--- src/rtl/spi_rx_word_buffer_pkg.sv ---
// rtl/spi_rx_word_buffer_pkg.sv - shared types and lane mapping for spi_rx_word_buffer
// Lane order follows SPI_RX_BIG_ENDIAN_EN (undefined: little-endian).
package spi_rx_pkg;

   typedef enum logic [1:0] {
      ST_IDLE  = 2'd0,
      ST_VALID = 2'd1,
      ST_GAP   = 2'd2
   } out_state_e;

   function automatic int bytes_per_word(input int data_width);
      return data_width / 8;
   endfunction

   function automatic int lane_idx(input int cnt, input int bpw);
`ifdef SPI_RX_BIG_ENDIAN_EN
      return (bpw - 1) - cnt;
`else
      return cnt % bpw;
`endif
   endfunction

endpackage

--- src/rtl/spi_rx_word_buffer_if.sv ---
// rtl/spi_rx_word_buffer_if.sv - byte input and word handshake bundle
// master: the word buffer; slave: the byte source plus downstream consumer.
interface spi_rx_word_buffer_if #(
   parameter int DATA_WIDTH = 32
);
   logic                  i_rx_valid;
   logic [7:0]            i_rx_byte;
   logic                  i_frame_start;
   logic                  o_DV;
   logic [DATA_WIDTH-1:0] o_data;
   logic                  i_fifo_en;

   modport master (
      input  i_rx_valid, i_rx_byte, i_frame_start, i_fifo_en,
      output o_DV, o_data
   );

   modport slave (
      output i_rx_valid, i_rx_byte, i_frame_start, i_fifo_en,
      input  o_DV, o_data
   );
endinterface

--- src/rtl/spi_rx_sync_fifo.sv ---
// rtl/spi_rx_sync_fifo.sv - single-clock FIFO with level, full and empty
// A write while full is accepted only when a read frees a slot on the same edge.
module spi_rx_sync_fifo #(
   parameter int DW = 32,
   parameter int AW = 4
) (
   input  logic          clk,
   input  logic          rst,
   input  logic          wr_en,
   input  logic [DW-1:0] wr_data,
   input  logic          rd_en,
   output logic [DW-1:0] rd_data,
   output logic [AW:0]   level,
   output logic          full,
   output logic          empty
);

   logic [DW-1:0] mem_q [0:(1<<AW)-1];
   logic [AW-1:0] wr_ptr_q, wr_ptr_d;
   logic [AW-1:0] rd_ptr_q, rd_ptr_d;
   logic [AW:0]   level_q, level_d;
   logic          do_wr, do_rd;

   assign full    = (level_q == {1'b1, {AW{1'b0}}});
   assign empty   = (level_q == '0);
   assign level   = level_q;
   assign rd_data = mem_q[rd_ptr_q];

   assign do_wr = wr_en & (~full | rd_en);
   assign do_rd = rd_en & ~empty;

   always_comb begin
      wr_ptr_d = wr_ptr_q;
      rd_ptr_d = rd_ptr_q;
      level_d  = level_q;
      if (do_wr) wr_ptr_d = wr_ptr_q + 1'b1;
      if (do_rd) rd_ptr_d = rd_ptr_q + 1'b1;
      case ({do_wr, do_rd})
         2'b10:   level_d = level_q + 1'b1;
         2'b01:   level_d = level_q - 1'b1;
         default: level_d = level_q;
      endcase
   end

   always_ff @(posedge clk) begin
      if (rst) begin
         wr_ptr_q <= '0;
         rd_ptr_q <= '0;
         level_q  <= '0;
      end else begin
         wr_ptr_q <= wr_ptr_d;
         rd_ptr_q <= rd_ptr_d;
         level_q  <= level_d;
      end
   end

   always_ff @(posedge clk) begin
      if (do_wr) mem_q[wr_ptr_q] <= wr_data;
   end

endmodule

--- src/rtl/spi_rx_word_buffer.sv ---
// rtl/spi_rx_word_buffer.sv - packs SPI bytes into words, queues them, presents one at a time
// SPI_RX_BIG_ENDIAN_EN selects first-byte-in-MSB lane order.
module spi_rx_word_buffer
   import spi_rx_pkg::*;
#(
   parameter int DATA_WIDTH     = 32,
   parameter int BYTES_PER_WORD = bytes_per_word(DATA_WIDTH),
   parameter int ADDR_WIDTH     = 4
) (
   input  logic                   clk,
   input  logic                   rst,
   spi_rx_word_buffer_if.master   bus,
   output logic [ADDR_WIDTH:0]    o_level,
   output logic                   o_full,
   output logic                   o_overflow
);

   localparam int CNT_W = (BYTES_PER_WORD > 1) ? $clog2(BYTES_PER_WORD) : 1;
   localparam logic [CNT_W-1:0] LAST_CNT = CNT_W'(BYTES_PER_WORD - 1);

   logic [CNT_W-1:0]      cnt_q, cnt_d, base_cnt;
   logic [DATA_WIDTH-1:0] word_q, word_d;
   logic                  wr_q, wr_d;
   int                    lane;

   out_state_e            state_q, state_d;
   logic [DATA_WIDTH-1:0] data_q, data_d;
   logic                  overflow_q, overflow_d;
   logic                  pop;

   logic [DATA_WIDTH-1:0] fifo_rd_data;
   logic [ADDR_WIDTH:0]   fifo_level;
   logic                  fifo_full, fifo_empty;

   // A frame start coinciding with a byte makes that byte lane 0 of the fresh word.
   always_comb begin
      cnt_d    = cnt_q;
      word_d   = word_q;
      wr_d     = 1'b0;
      lane     = 0;
      base_cnt = bus.i_frame_start ? '0 : cnt_q;
      if (bus.i_frame_start) cnt_d = '0;
      if (bus.i_rx_valid) begin
         lane = lane_idx(int'(base_cnt), BYTES_PER_WORD);
         word_d[lane*8 +: 8] = bus.i_rx_byte;
         if (base_cnt == LAST_CNT) begin
            cnt_d = '0;
            wr_d  = 1'b1;
         end else begin
            cnt_d = base_cnt + 1'b1;
         end
      end
   end

   spi_rx_sync_fifo #(
      .DW (DATA_WIDTH),
      .AW (ADDR_WIDTH)
   ) u_fifo (
      .clk     (clk),
      .rst     (rst),
      .wr_en   (wr_q),
      .wr_data (word_q),
      .rd_en   (pop),
      .rd_data (fifo_rd_data),
      .level   (fifo_level),
      .full    (fifo_full),
      .empty   (fifo_empty)
   );

   // GAP forces one low cycle of o_DV between words so the consumer can re-arm.
   always_comb begin
      state_d    = state_q;
      data_d     = data_q;
      pop        = 1'b0;
      case (state_q)
         ST_IDLE: begin
            if (!fifo_empty) begin
               state_d = ST_VALID;
               data_d  = fifo_rd_data;
            end
         end
         ST_VALID: begin
            if (bus.i_fifo_en) begin
               pop     = 1'b1;
               state_d = ST_GAP;
            end
         end
         ST_GAP: begin
            if (!fifo_empty) begin
               state_d = ST_VALID;
               data_d  = fifo_rd_data;
            end else begin
               state_d = ST_IDLE;
            end
         end
         default: state_d = ST_IDLE;
      endcase
      overflow_d = overflow_q | (wr_q & fifo_full & ~pop);
   end

   always_ff @(posedge clk) begin
      if (rst) begin
         cnt_q      <= '0;
         word_q     <= '0;
         wr_q       <= 1'b0;
         state_q    <= ST_IDLE;
         data_q     <= '0;
         overflow_q <= 1'b0;
      end else begin
         cnt_q      <= cnt_d;
         word_q     <= word_d;
         wr_q       <= wr_d;
         state_q    <= state_d;
         data_q     <= data_d;
         overflow_q <= overflow_d;
      end
   end

   assign bus.o_DV   = (state_q == ST_VALID);
   assign bus.o_data = data_q;
   assign o_level    = fifo_level;
   assign o_full     = fifo_full;
   assign o_overflow = overflow_q;

endmodule

--- src/flat_wrapper.sv ---
// flat-port wrapper written by rule: the top's interface ports become plain ports
module spi_rx_word_buffer_flat import spi_rx_pkg::*;
#(
   parameter int DATA_WIDTH     = 32,
   parameter int BYTES_PER_WORD = bytes_per_word(DATA_WIDTH),
   parameter int ADDR_WIDTH     = 4
)
  (clk, rst, o_level, o_full, o_overflow, bus_i_rx_valid, bus_i_rx_byte, bus_i_frame_start, bus_i_fifo_en, bus_o_DV, bus_o_data);
  spi_rx_word_buffer_if #(.DATA_WIDTH(DATA_WIDTH)) bus_i ();
  input  logic clk;
  input  logic rst;
  output logic [ADDR_WIDTH:0] o_level;
  output logic o_full;
  output logic o_overflow;
  input wire logic [$bits(bus_i.i_rx_valid)-1:0] bus_i_rx_valid;
  input wire logic [$bits(bus_i.i_rx_byte)-1:0] bus_i_rx_byte;
  input wire logic [$bits(bus_i.i_frame_start)-1:0] bus_i_frame_start;
  input wire logic [$bits(bus_i.i_fifo_en)-1:0] bus_i_fifo_en;
  output wire logic [$bits(bus_i.o_DV)-1:0] bus_o_DV;
  output wire logic [$bits(bus_i.o_data)-1:0] bus_o_data;
  assign bus_i.i_rx_valid = bus_i_rx_valid;
  assign bus_i.i_rx_byte = bus_i_rx_byte;
  assign bus_i.i_frame_start = bus_i_frame_start;
  assign bus_i.i_fifo_en = bus_i_fifo_en;
  assign bus_o_DV = bus_i.o_DV;
  assign bus_o_data = bus_i.o_data;
  spi_rx_word_buffer #(.DATA_WIDTH(DATA_WIDTH), .BYTES_PER_WORD(BYTES_PER_WORD), .ADDR_WIDTH(ADDR_WIDTH)) u_core (.clk(clk), .rst(rst), .bus(bus_i), .o_level(o_level), .o_full(o_full), .o_overflow(o_overflow));
endmodule
--- config.mk ---
export PLATFORM = sky130hd
export DESIGN_NAME = spi_rx_word_buffer_flat
export DESIGN_NICKNAME = d
export VERILOG_FILES = /design/src/rtl/spi_rx_word_buffer_pkg.sv /design/src/rtl/spi_rx_word_buffer_if.sv /design/src/rtl/spi_rx_sync_fifo.sv /design/src/rtl/spi_rx_word_buffer.sv /design/src/flat_wrapper.sv
export SDC_FILE = /design/constraint.sdc
export NUM_CORES = 1
export LEC_CHECK = 0
export ABC_AREA = 1
export BUFFER_PORTS_ARGS = -buffer_cell sky130_fd_sc_hd__buf_2
export CAP_MARGIN = 40
export CORE_ASPECT_RATIO = 0.75
export CORE_MARGIN = 2
export CORE_UTILIZATION = 40
export CTS_BUF_LIST = sky130_fd_sc_hd__clkbuf_2 sky130_fd_sc_hd__clkbuf_4 sky130_fd_sc_hd__clkbuf_8
export DETAILED_ROUTE_END_ITERATION = 6
export GPL_TIMING_DRIVEN = 0
export PLACE_DENSITY = 0.56
export SLEW_MARGIN = 5
export SYNTH_ARGS = -nofsm -noshare
export SYNTH_HDL_FRONTEND = slang
export SYNTH_SLANG_ARGS = --single-unit
--- constraint.sdc ---
create_clock -name clk -period 7.8 [get_ports clk]
set_input_delay 1.17 -clock clk [delete_from_list [all_inputs] [get_ports clk]]
set_output_delay 1.17 -clock clk [all_outputs]
set_load 0.03 [all_outputs]
### Word level (Yosys, flattened, before mapping)

Memories as Yosys holds them, arrays and structs flattened. A register that Yosys moved wholly into a read port is not among the register bits.
Cells that the tools add are included.

* register bits after elaboration: 51
* latch bits: 0
* bits in writable memories: 512
* bits in read-only memories: 0
* input port bits: 13
* output and inout port bits: 40
* word-level logic and storage cells: 56
* memories: 1

* add/subtract/negate cells: 6
* $mul: 0
* div/mod/pow operators: 0
* magnitude comparators: 0
* equal/unequal tests: 8
* shift operators: 2
* mux-type cells: 14
* bitwise gates (word level): 10
* reduce and logical (&&, ||, !) cells: 7

Memories
* u_core.u_fifo.mem_q: depth 16, width 32, rd ports 1, clocked after memory_dff 1, wr ports 1, RTL line spi_rx_sync_fifo.sv:18 `logic [DW-1:0] mem_q [0:(1<<AW)-1];`

Operator list (number)
* 5-bit negator with 33-bit output: 1
* 8-bit by 33-bit variable shift with 32-bit output, first input constant: 1
* 8-bit by 33-bit indexed part select with 32-bit output: 1
* 32-bit bitwise mux: 1
* 2-bit 2-to-1 mux: 5
* 5-bit one-hot mux with 2 select lines: 1
* 4-bit by 1-bit adder with 4-bit output, second input constant: 2
* 2-bit == test, second input constant: 3
* 1-bit 2-to-1 mux: 6
* 2-bit one-hot mux with 3 select lines: 1
* 5-bit by 1-bit adder with 5-bit output, second input constant: 1
* 5-bit == test, second input constant: 1
* 5-bit logical NOT: 1
* 5-bit by 1-bit subtractor with 5-bit output, second input constant: 1
* 1-bit AND: 4
* 2-bit by 1-bit == test with 1-bit output, second input constant: 2
* 2-bit inequality test, second input constant: 2
* 1-bit inverter: 4
* 2-bit AND reduction: 2
* 2-bit OR reduction: 2
* 2-bit by 1-bit adder with 2-bit output, second input constant: 1
* 2-bit logical NOT: 1
* 1-bit bitwise OR: 2
* 2-bit nonzero test: 1

### Depth between registers and ports, before layout

Gate-level depths: netlist of the first run.

* word-level depth: 6
* depth in mapped cells: 17
* mapped depth without buffers: 17

### Cells and area by module

From an unflattened synthesis of the first run, not the netlist that was laid out.

* cells, all modules: 2124
* area total of the unflattened synthesis: 24698.7 µm²

By module, submodules not included
* spi_rx_sync_fifo: instances 1, cells each 1756, area an instance 21907.3 µm², sequential area each 15715.1 µm²
* spi_rx_word_buffer: instances 1, cells each 368, area an instance 2791.4 µm², sequential area each 1401.3 µm²

### Least setup slack after synthesis of the first run

No wires, ideal clock.

* path type: input -> register
* start: input bus_i_fifo_en
* end: memory u_core.u_fifo.mem_q[0][0], enable pin
* library setup time: 421 ps
* arrival: 3170 ps
* required time: 7379 ps
* slack: 4209 ps
* stages: 8
* path buffers: 0
* path through: inv_1 nor2_1 inv_1 nand2_1 nand2_2 inv_1 nand2_1 nor2_1

* cells in the longest elaborated chain, start to end: 6

Ends and longest elaborated chain
* from (decl): RTL line flat_wrapper.sv:18 `input wire logic [$bits(bus_i.i_fifo_en)-1:0] bus_i_fifo_en;`
* 1-bit 2-to-1 mux: RTL line spi_rx_word_buffer.sv:83 `if (bus.i_fifo_en) begin`
* 1-bit 2-to-1 mux: RTL line spi_rx_word_buffer.sv:75 `case (state_q)`
* 1-bit bitwise OR: RTL line spi_rx_sync_fifo.sv:29 `assign do_wr = wr_en & (~full | rd_en);`
* 1-bit AND: RTL line spi_rx_sync_fifo.sv:29
* 1-bit 2-to-1 mux: RTL line spi_rx_sync_fifo.sv:58 `if (do_wr) mem_q[wr_ptr_q] <= wr_data;`
* 1-bit 2-to-1 mux (implied by the code): RTL line spi_rx_sync_fifo.sv:58
* to (decl): RTL line spi_rx_sync_fifo.sv:18

No other way between the ends.

### Worst setup path after layout of the first run

* start: input bus_i_fifo_en
* end: memory u_core.u_fifo.mem_q[4][5], enable pin

Same word-level chain as after synthesis.

==> impl_metrics.json, run 1 <==
{
  "outcome": "finished, final reports clean",
  "drv_slew": 0,
  "die_w_um": 294,
  "avgSynthCellArea_um2": 10.1,
  "synth-xor-area-share_pct": 0.208,
  "drt_iter0_markers": 2197,
  "max_stage_delay_ps": 790,
  "yosys.area.top_type": "edfxtp_1",
  "power_mw": 6.22,
  "drc": 0,
  "rows": 79,
  "synth_cell_types": 28,
  "tightest_slew_ps": 945,
  "ys_seq_area_share_pct": 67.5,
  "synth_top_family_by_area": "simple AND/OR/NAND/NOR gates",
  "netlist.area_leader.share_pct": 60.9,
  "grt_pass1_wl_um": 117000,
  "cts_root_buffer": "clkbuf_8",
  "core_area_um2": 62300,
  "portBuffers": 50,
  "grt_usage_pct": 25.0,
  "worstPathMaxFanout": 17,
  "critical_path.cell_chain": "buf_2, inv_1, nor2_1, inv_1, nand2_1, nand2_2, inv_1, nand2_1, nor2_4, buf_12",
  "drv_cap": 0,
  "arrival_ps": 3290,
  "power_leakage_nw": 12.4,
  "finalClockSkew_ps": 28.3,
  "hold_buffers": 0,
  "crit_slowest_cell": "nor2_4",
  "synthMuxAreaShare_pct": 0,
  "synth_top_flop_cell": "edfxtp_1",
  "clk_latency_ps": 700,
  "die_h_um": 222,
  "nets": 2714,
  "async_reset_ff_share_pct": 0,
  "critPathLaunchType": "primary input",
  "htreeDepth": 3,
  "grt_pass1_vias": 17200,
  "peakVddDrop_mv": 0.111,
  "grt.overflow.total": 0,
  "cts_buffer_depth": 3,
  "io_pins": 53,
  "syn_to_final_growth_pct": 15.7,
  "min_period_ps": 2920,
  "route.vias.total": 18400,
  "fin_tns_setup_ps": 0,
  "dpl.hpwl_um": 54700,
  "max_freq_ghz": 0.342,
  "antenna_found_initial": 1,
  "wl_um": 81600,
  "synth_edf_count": 512,
  "ant_nets": 0,
  "cts_sinks": 595,
  "holdCritPathClass": "register to register",
  "final_layout_size_suffix_gt1_share_pct": 12.8,
  "tritoncts": "built",
  "synth-simple-area-share_pct": 22.3,
  "numCtsBuffers": 94,
  "ys_ff_latch": 595,
  "crit_buf_inv": 5,
  "end_kind": "register",
  "slew_headroom_pct": 36.8,
  "postCtsSetupBuffers": 0,
  "netlist_instances": 2504,
  "via_per_inst": 5.14,
  "period_share_pct": 37.4,
  "postCtsResizedCells": 0,
  "yosys_warnings": 0,
  "clkTransAtPathRegs_ps": 60,
  "syn_area_um2": 25200,
  "initial_core_util_pct": 40.5,
  "rsz0062_at_grt": "no",
  "hold_violations": 0,
  "fillers": 5697,
  "routabilityCongestion": 0.890,
  "grt_max_degree": 19,
  "synth_nets": 2532,
  "firstDrtPassIters": 5,
  "wire_per_inst_um": 22.8,
  "criticalPathCategory": "primary input to register",
  "critPathMostFrequentCell": "inv_1",
  "critPathTopFamily": "simple AND/OR/NAND/NOR gates",
  "power-per-cell-area_nw_per_um2": 213,
  "setup_violations": 0,
  "required_ps": 8170,
  "die_area_um2": 65200,
  "synthAdderAreaFrac_pct": 0.743,
  "synth_area_leaders": "edfxtp_1 61%, nand2_1 13%, nand3_1 7.5%",
  "synth-compound-area-share_pct": 1.33
}
path summary, 6_finish.rpt:
check                                            from                                  end  slack (ps)  depth (start not counted)
hold reg to reg          u_core.o_overflow$_SDFF_PP0_         u_core.o_overflow$_SDFF_PP0_         490                          2
hold / removal           u_core.o_overflow$_SDFF_PP0_         u_core.o_overflow$_SDFF_PP0_         490                          2
setup reg to reg  u_core.u_fifo.level[0]$_SDFFE_PP0P_  u_core.u_fifo.mem_q[4][5]$_DFFE_PP_        5070                          9
setup / recovery                        bus_i_fifo_en  u_core.u_fifo.mem_q[4][5]$_DFFE_PP_        4880                         10
stage by stage:
step           hold slack [ps]  setup slack, ps  util, %  instances  area, um^2
2_1_floorplan              472             4210        -       2504       25200
3_3_place_gp               460             1630     42.6       3364       26500
3_5_place_dp               464             4210     43.8       3400       27300
4_1_cts                    491             4850     46.9       3576       29200
5_1_grt                    513             4730     46.9       3577       29200
6_report                   487             4880     46.9       3578       29200
flip-flops by register name (all words and copies together) (netlist names):
signal,flops
u_core.o_overflow,1
u_core.u_fifo.level,5
u_core.u_fifo.mem_q,512
u_core.wr_q,1
u_core.word_q,32
u_core.cnt_q,2
u_core.state_q,2
u_core.u_fifo.rd_ptr_q,4
u_core.bus.o_data,32
u_core.u_fifo.wr_ptr_q,4
layout by cell type (no fill, tap or decap), types with 10 or more instances in the layout:
master / synthesis / final
clkinv_2: 0 / 10
buf_8: 1 / 10
dfxtp_1: 83 / 83
nand3_1: 376 / 376
nor2_4: 0 / 16
a21oi_1: 47 / 47
o21ai_0: 16 / 16
clkbuf_1: 16 / 16
clkbuf_4: 0 / 31
buf_2: 57 / 107
buf_6: 23 / 30
inv_1: 322 / 322
buf_12: 1 / 16
nor2_1: 99 / 83
clkinv_1: 1 / 21
buf_1: 20 / 20
ha_1: 15 / 15
nand2_1: 890 / 890
edfxtp_1: 512 / 512
clkbuf_8: 0 / 110
final cells by class:
type,instances,area (um^2),area share [%]
flip-flops and latches,595,17000,58.3
multi-input cells,1458,6330,21.7
clock buffers,141,1750,5.98
inverters,325,1220,4.19
well taps,810,1010,3.47
repair buffers,86,902,3.09
plain buffers,126,774,2.65
clock inverters,35,185,0.634
diodes,2,5.00,0.0171
per-layer routing:
metal / GRT usage, % / wire (um)
met5: 0 / 0
met4: 7.95 / 2350
met3: 6.08 / 8180
met2: 36.5 / 34800
met1: 36.5 / 36200
power breakdown:
group | total [mW] | switching, mW | internal (mW) | leakage (nW)
logic | 0.0491 | 0.0371 | 0.0120 | 6.17
clock network | 2.73 | 1.27 | 1.46 | 1.02
registers | 3.44 | 0.0152 | 3.42 | 5.24
total | 6.22 | 1.32 | 4.90 | 12.4
kinds of logic after synthesis:
kind of cell | count (synthesis)
buffers and inverters | 451
AND/OR/NAND/NOR | 1371
XOR/XNOR | 6
adder cells (fa/ha/maj) | 15
flip-flops | 595
AO/OA/AOI/OAI | 66
synthesized netlist by cell type, types with 16 or more instances:
| cell | count |
|---|---|
| a21oi_1 | 47 |
| buf_1 | 20 |
| buf_2 | 57 |
| buf_6 | 23 |
| clkbuf_1 | 16 |
| dfxtp_1 | 83 |
| edfxtp_1 | 512 |
| inv_1 | 322 |
| nand2_1 | 890 |
| nand3_1 | 376 |
| nor2_1 | 99 |
| o21ai_0 | 16 |
worst register-to-register path, stage by stage (launching register included):
cell and delay [ps]:
dfxtp_1 390, inv_1 110, nand3_1 90, nor2_1 70, nand2_1 80, nand2_2 130
inv_1 180, nand2_1 260, nor2_4 790, buf_12 280
(Power assumes the default switching activity.)
==> run 2, diff against run 1 <==
--- a/config.mk
+++ b/config.mk
@@ -5,7 +5,7 @@
 export SDC_FILE = /design/constraint.sdc
 export NUM_CORES = 1
 export LEC_CHECK = 0
-export ABC_AREA = 1
+export ABC_AREA = 0
 export BUFFER_PORTS_ARGS = -buffer_cell sky130_fd_sc_hd__buf_2
 export CAP_MARGIN = 40
 export CORE_ASPECT_RATIO = 0.75
==> constraint.sdc (replaced) <==
create_clock -name clk -period 2.7 [get_ports clk]
set_input_delay 0.405 -clock clk [delete_from_list [all_inputs] [get_ports clk]]
set_output_delay 0.405 -clock clk [all_outputs]
set_load 0.03 [all_outputs]
==> impl_metrics.json, run 2 <==
{
  "outcome": "finished, final reports clean",
  "final_common_cell": "edfxtp_1",
  "r2r_setup_slack_ps": 90,
  "setup_violations": 0,
  "die_area_um2": 58400,
  "dpl.hpwl_um": 35500,
  "multiInputGateArea_um2": 5430,
  "synth_cell_types": 45,
  "grt_usage_pct": 19.1,
  "dpl_worst_slack_ps": -155,
  "end_kind": "register",
  "crit_end": "u_core.u_fifo.level[4]$_SDFFE_PP0P_",
  "synth_area_leaders": "edfxtp_1 68%, mux4_2 13%, dfxtp_1 7.4%",
  "wire_per_inst_um": 25.9,
  "cts_sinks": 595,
  "p_clk_share_pct": 44.0,
  "yosys.area.top_type": "edfxtp_1",
  "tightest_slew_ps": 882,
  "grt.overflow.total": 0,
  "io_pins": 53,
  "via_per_inst": 5.45,
  "slew_headroom_pct": 40.7,
  "clkTransAtPathRegs_ps": 70,
  "grt_max_degree": 23,
  "critPathLaunchType": "register",
  "power_leakage_nw": 8.19,
  "finalClockSkew_ps": 22.1,
  "min_period_ps": 2610,
  "drt_iter0_markers": 1255,
  "period_share_pct": 96.6,
  "largest_reg_flops": 512,
  "ys_ff_latch": 595,
  "power-per-cell-area_nw_per_um2": 669,
  "swShare_pct": 19.8,
  "drc": 0,
  "yosys_warnings": 0,
  "cts_root_buffer": "clkbuf_8",
  "power_frac_comb_pct": 0.6,
  "worstReg2RegEnd": "u_core.u_fifo.level[4]$_SDFFE_PP0P_",
  "intPower_mw": 14.4,
  "antenna_found_initial": 0,
  "htreeDepth": 3,
  "seqPwrFrac_pct": 55.4,
  "crit-reg2reg-launch": "u_core.u_fifo.level[2]$_SDFFE_PP0P_",
  "critical_path.cell_chain": "or3_4, o31a_1, inv_2, ha_1, buf_2, or4b_2, a21oi_1, a31oi_1, nand3_1",
  "yosys-top-cells-count": "512 x edfxtp_1, 128 x mux4_2, 97 x nor2_1",
  "drv_cap": 0,
  "max_freq_ghz": 0.384,
  "grt_pass1_vias": 11700,
  "syn_to_final_growth_pct": 18.5,
  "rows": 75,
  "worstPathMaxFanout": 11,
  "rsz0062_at_grt": "yes",
  "grt_pass1_wl_um": 80400,
  "synth_edf_count": 512,
  "fillers": 4633,
  "hold_violations": 0,
  "netlist.area_leader.share_pct": 68.1,
  "numCtsBuffers": 89,
  "wl_um": 54500,
  "ys_seq_area_share_pct": 75.4,
  "portBuffers": 51,
  "synth.most_common_cell": "edfxtp_1",
  "startpoint": "u_core.u_fifo.level[2]$_SDFFE_PP0P_",
  "setup_slack_ps": 93.0,
  "routabilityCongestion": 0.725,
  "final_layout_size_suffix_gt1_share_pct": 34.8,
  "peakVddDrop_mv": 0.368,
  "required_ps": 3290,
  "die_w_um": 278,
  "hold_buffers": 0,
  "synth_top_flop_cell": "edfxtp_1",
  "drv_slew": 0,
  "route.vias.total": 11500,
  "register_area_um2": 17000,
  "clk_latency_ps": 650,
  "arrival_ps": 3190,
  "whs_ps": 82.0,
  "diodes": 0,
  "holdCritPathClass": "primary input to register",
  "synth_nets": 1140,
  "syn_area_um2": 22600,
  "fin_tns_setup_ps": 0,
  "die_h_um": 210,
  "criticalPathCategory": "register to register",
  "largest-register": "u_core.u_fifo.mem_q",
  "netlist_instances": 1112,
  "ant_nets": 0,
  "r2r_cells": 9,
  "async_reset_ff_share_pct": 0,
  "nets": 1331,
  "firstDrtPassIters": 7,
  "avgSynthCellArea_um2": 20.3,
  "cts_buffer_depth": 3,
  "crit_slowest_cell": "or4b_2",
  "layout_common_cells": "512 x edfxtp_1, 128 x mux4_2, 108 x clkbuf_8, 85 x nor2_1, 80 x dfxtp_1",
  "initial_core_util_pct": 40.5,
  "switchingPower_mw": 3.54,
  "core_area_um2": 55800,
  "tritoncts": "built",
  "max_stage_delay_ps": 640
}
run 2: cell types whose count changed after synthesis, moves of 35 or more:
cell     before  now
buf_2        57   12
mux4_2        0  128
nand2_1     890   12
inv_1       322    7
mux2i_1       0   35
a21oi_1      47    8
nand3_1     376    2
run 2: layer usage:
layer / global-route usage (%) / vias to the layer above / wire length, um
met5: 0 / - / 0
met4: 5.80 / 0 / 1290
met3: 3.26 / 85 / 2960
met2: 28.1 / 355 / 24300
met1: 29.0 / 6060 / 25900
li1: - / 4970 / -
run 2: cell type report:
class | count | share of cell area (%)
repair buffers | 102 | 4.13
flip-flops and latches | 595 | 63.6
clock inverters | 23 | 0.837
inverters | 7 | 0.0981
clock buffers | 140 | 6.45
plain buffers | 58 | 1.14
well taps | 731 | 3.42
multi-input cells | 450 | 20.3
run 2: cells by family after synthesis:
group	after synthesis	share of synthesized area [%]
buffers and inverters	67	1.36
and+or+nand+nor	142	2.83
muxes	195	15.9
xor gates and xnor gates	10	0.388
AOI/OAI and AO/OA	88	3.27
adders and majority gates	15	0.831
DFF	595	75.4
run 2: power groups by stage:
stage                     Combinational (mW)  Sequential (mW)  Clock (mW)
final                                  0.109             9.92        7.88
after CTS                              0.107             9.91        8.08
after floorplan                       0.0486             10.1           0
after detailed placement               0.107             10.1           0
after global routing                   0.115             9.91        8.50
after global placement                 0.102             10.1           0
run 2: how the worst min path moves through the flow:
stage | start | end | slack [ps] | depth (start not counted)
finish | bus_i_fifo_en | u_core.state_q[0]$_SDFFE_PP0P_ | 80 | 4
global route | bus_i_rx_byte[7] | u_core.word_q[31]$_SDFFE_PP0P_ | 60 | 3
CTS | bus_i_fifo_en | u_core.state_q[0]$_SDFFE_PP0P_ | 40 | 4
detailed placement | u_core.o_overflow$_SDFF_PP0_ | u_core.o_overflow$_SDFF_PP0_ | 460 | 2
global placement | u_core.o_overflow$_SDFF_PP0_ | u_core.o_overflow$_SDFF_PP0_ | 450 | 2
floorplan | u_core.u_fifo.rd_ptr_q[2]$_SDFFE_PP0P_ | u_core.u_fifo.rd_ptr_q[2]$_SDFFE_PP0P_ | 520 | 2
run 2: what timing repair did:
item                       in CTS  in global routing
resized for setup               6                 24
buffers inserted                1                  9
setup endpoints to repair      25                 96
pin swaps                       1                  9
run 2: per-stage QoR:
step                      util (%)  power, mW  std cells  cell area (um^2)
after floorplan                  -       10.1       1112             22600
after global routing          47.9       18.5       2106             26800
after CTS                     47.7       18.1       2098             26700
after detailed placement      44.2       10.2       1934             24700
final                         47.9       17.9       2106             26800
after global placement        42.6       10.2       1894             23800
run 2: critical path: cells and delay by family, from the launching register on:
| kind | cells | cell delay [ps] |
|---|---|---|
| and+or+nand+nor | 3 | 1180 |
| AOI/OAI and AO/OA | 3 | 480 |
| DFF | 1 | 390 |
| buffers and inverters | 2 | 290 |
| adders and majority gates | 1 | 230 |
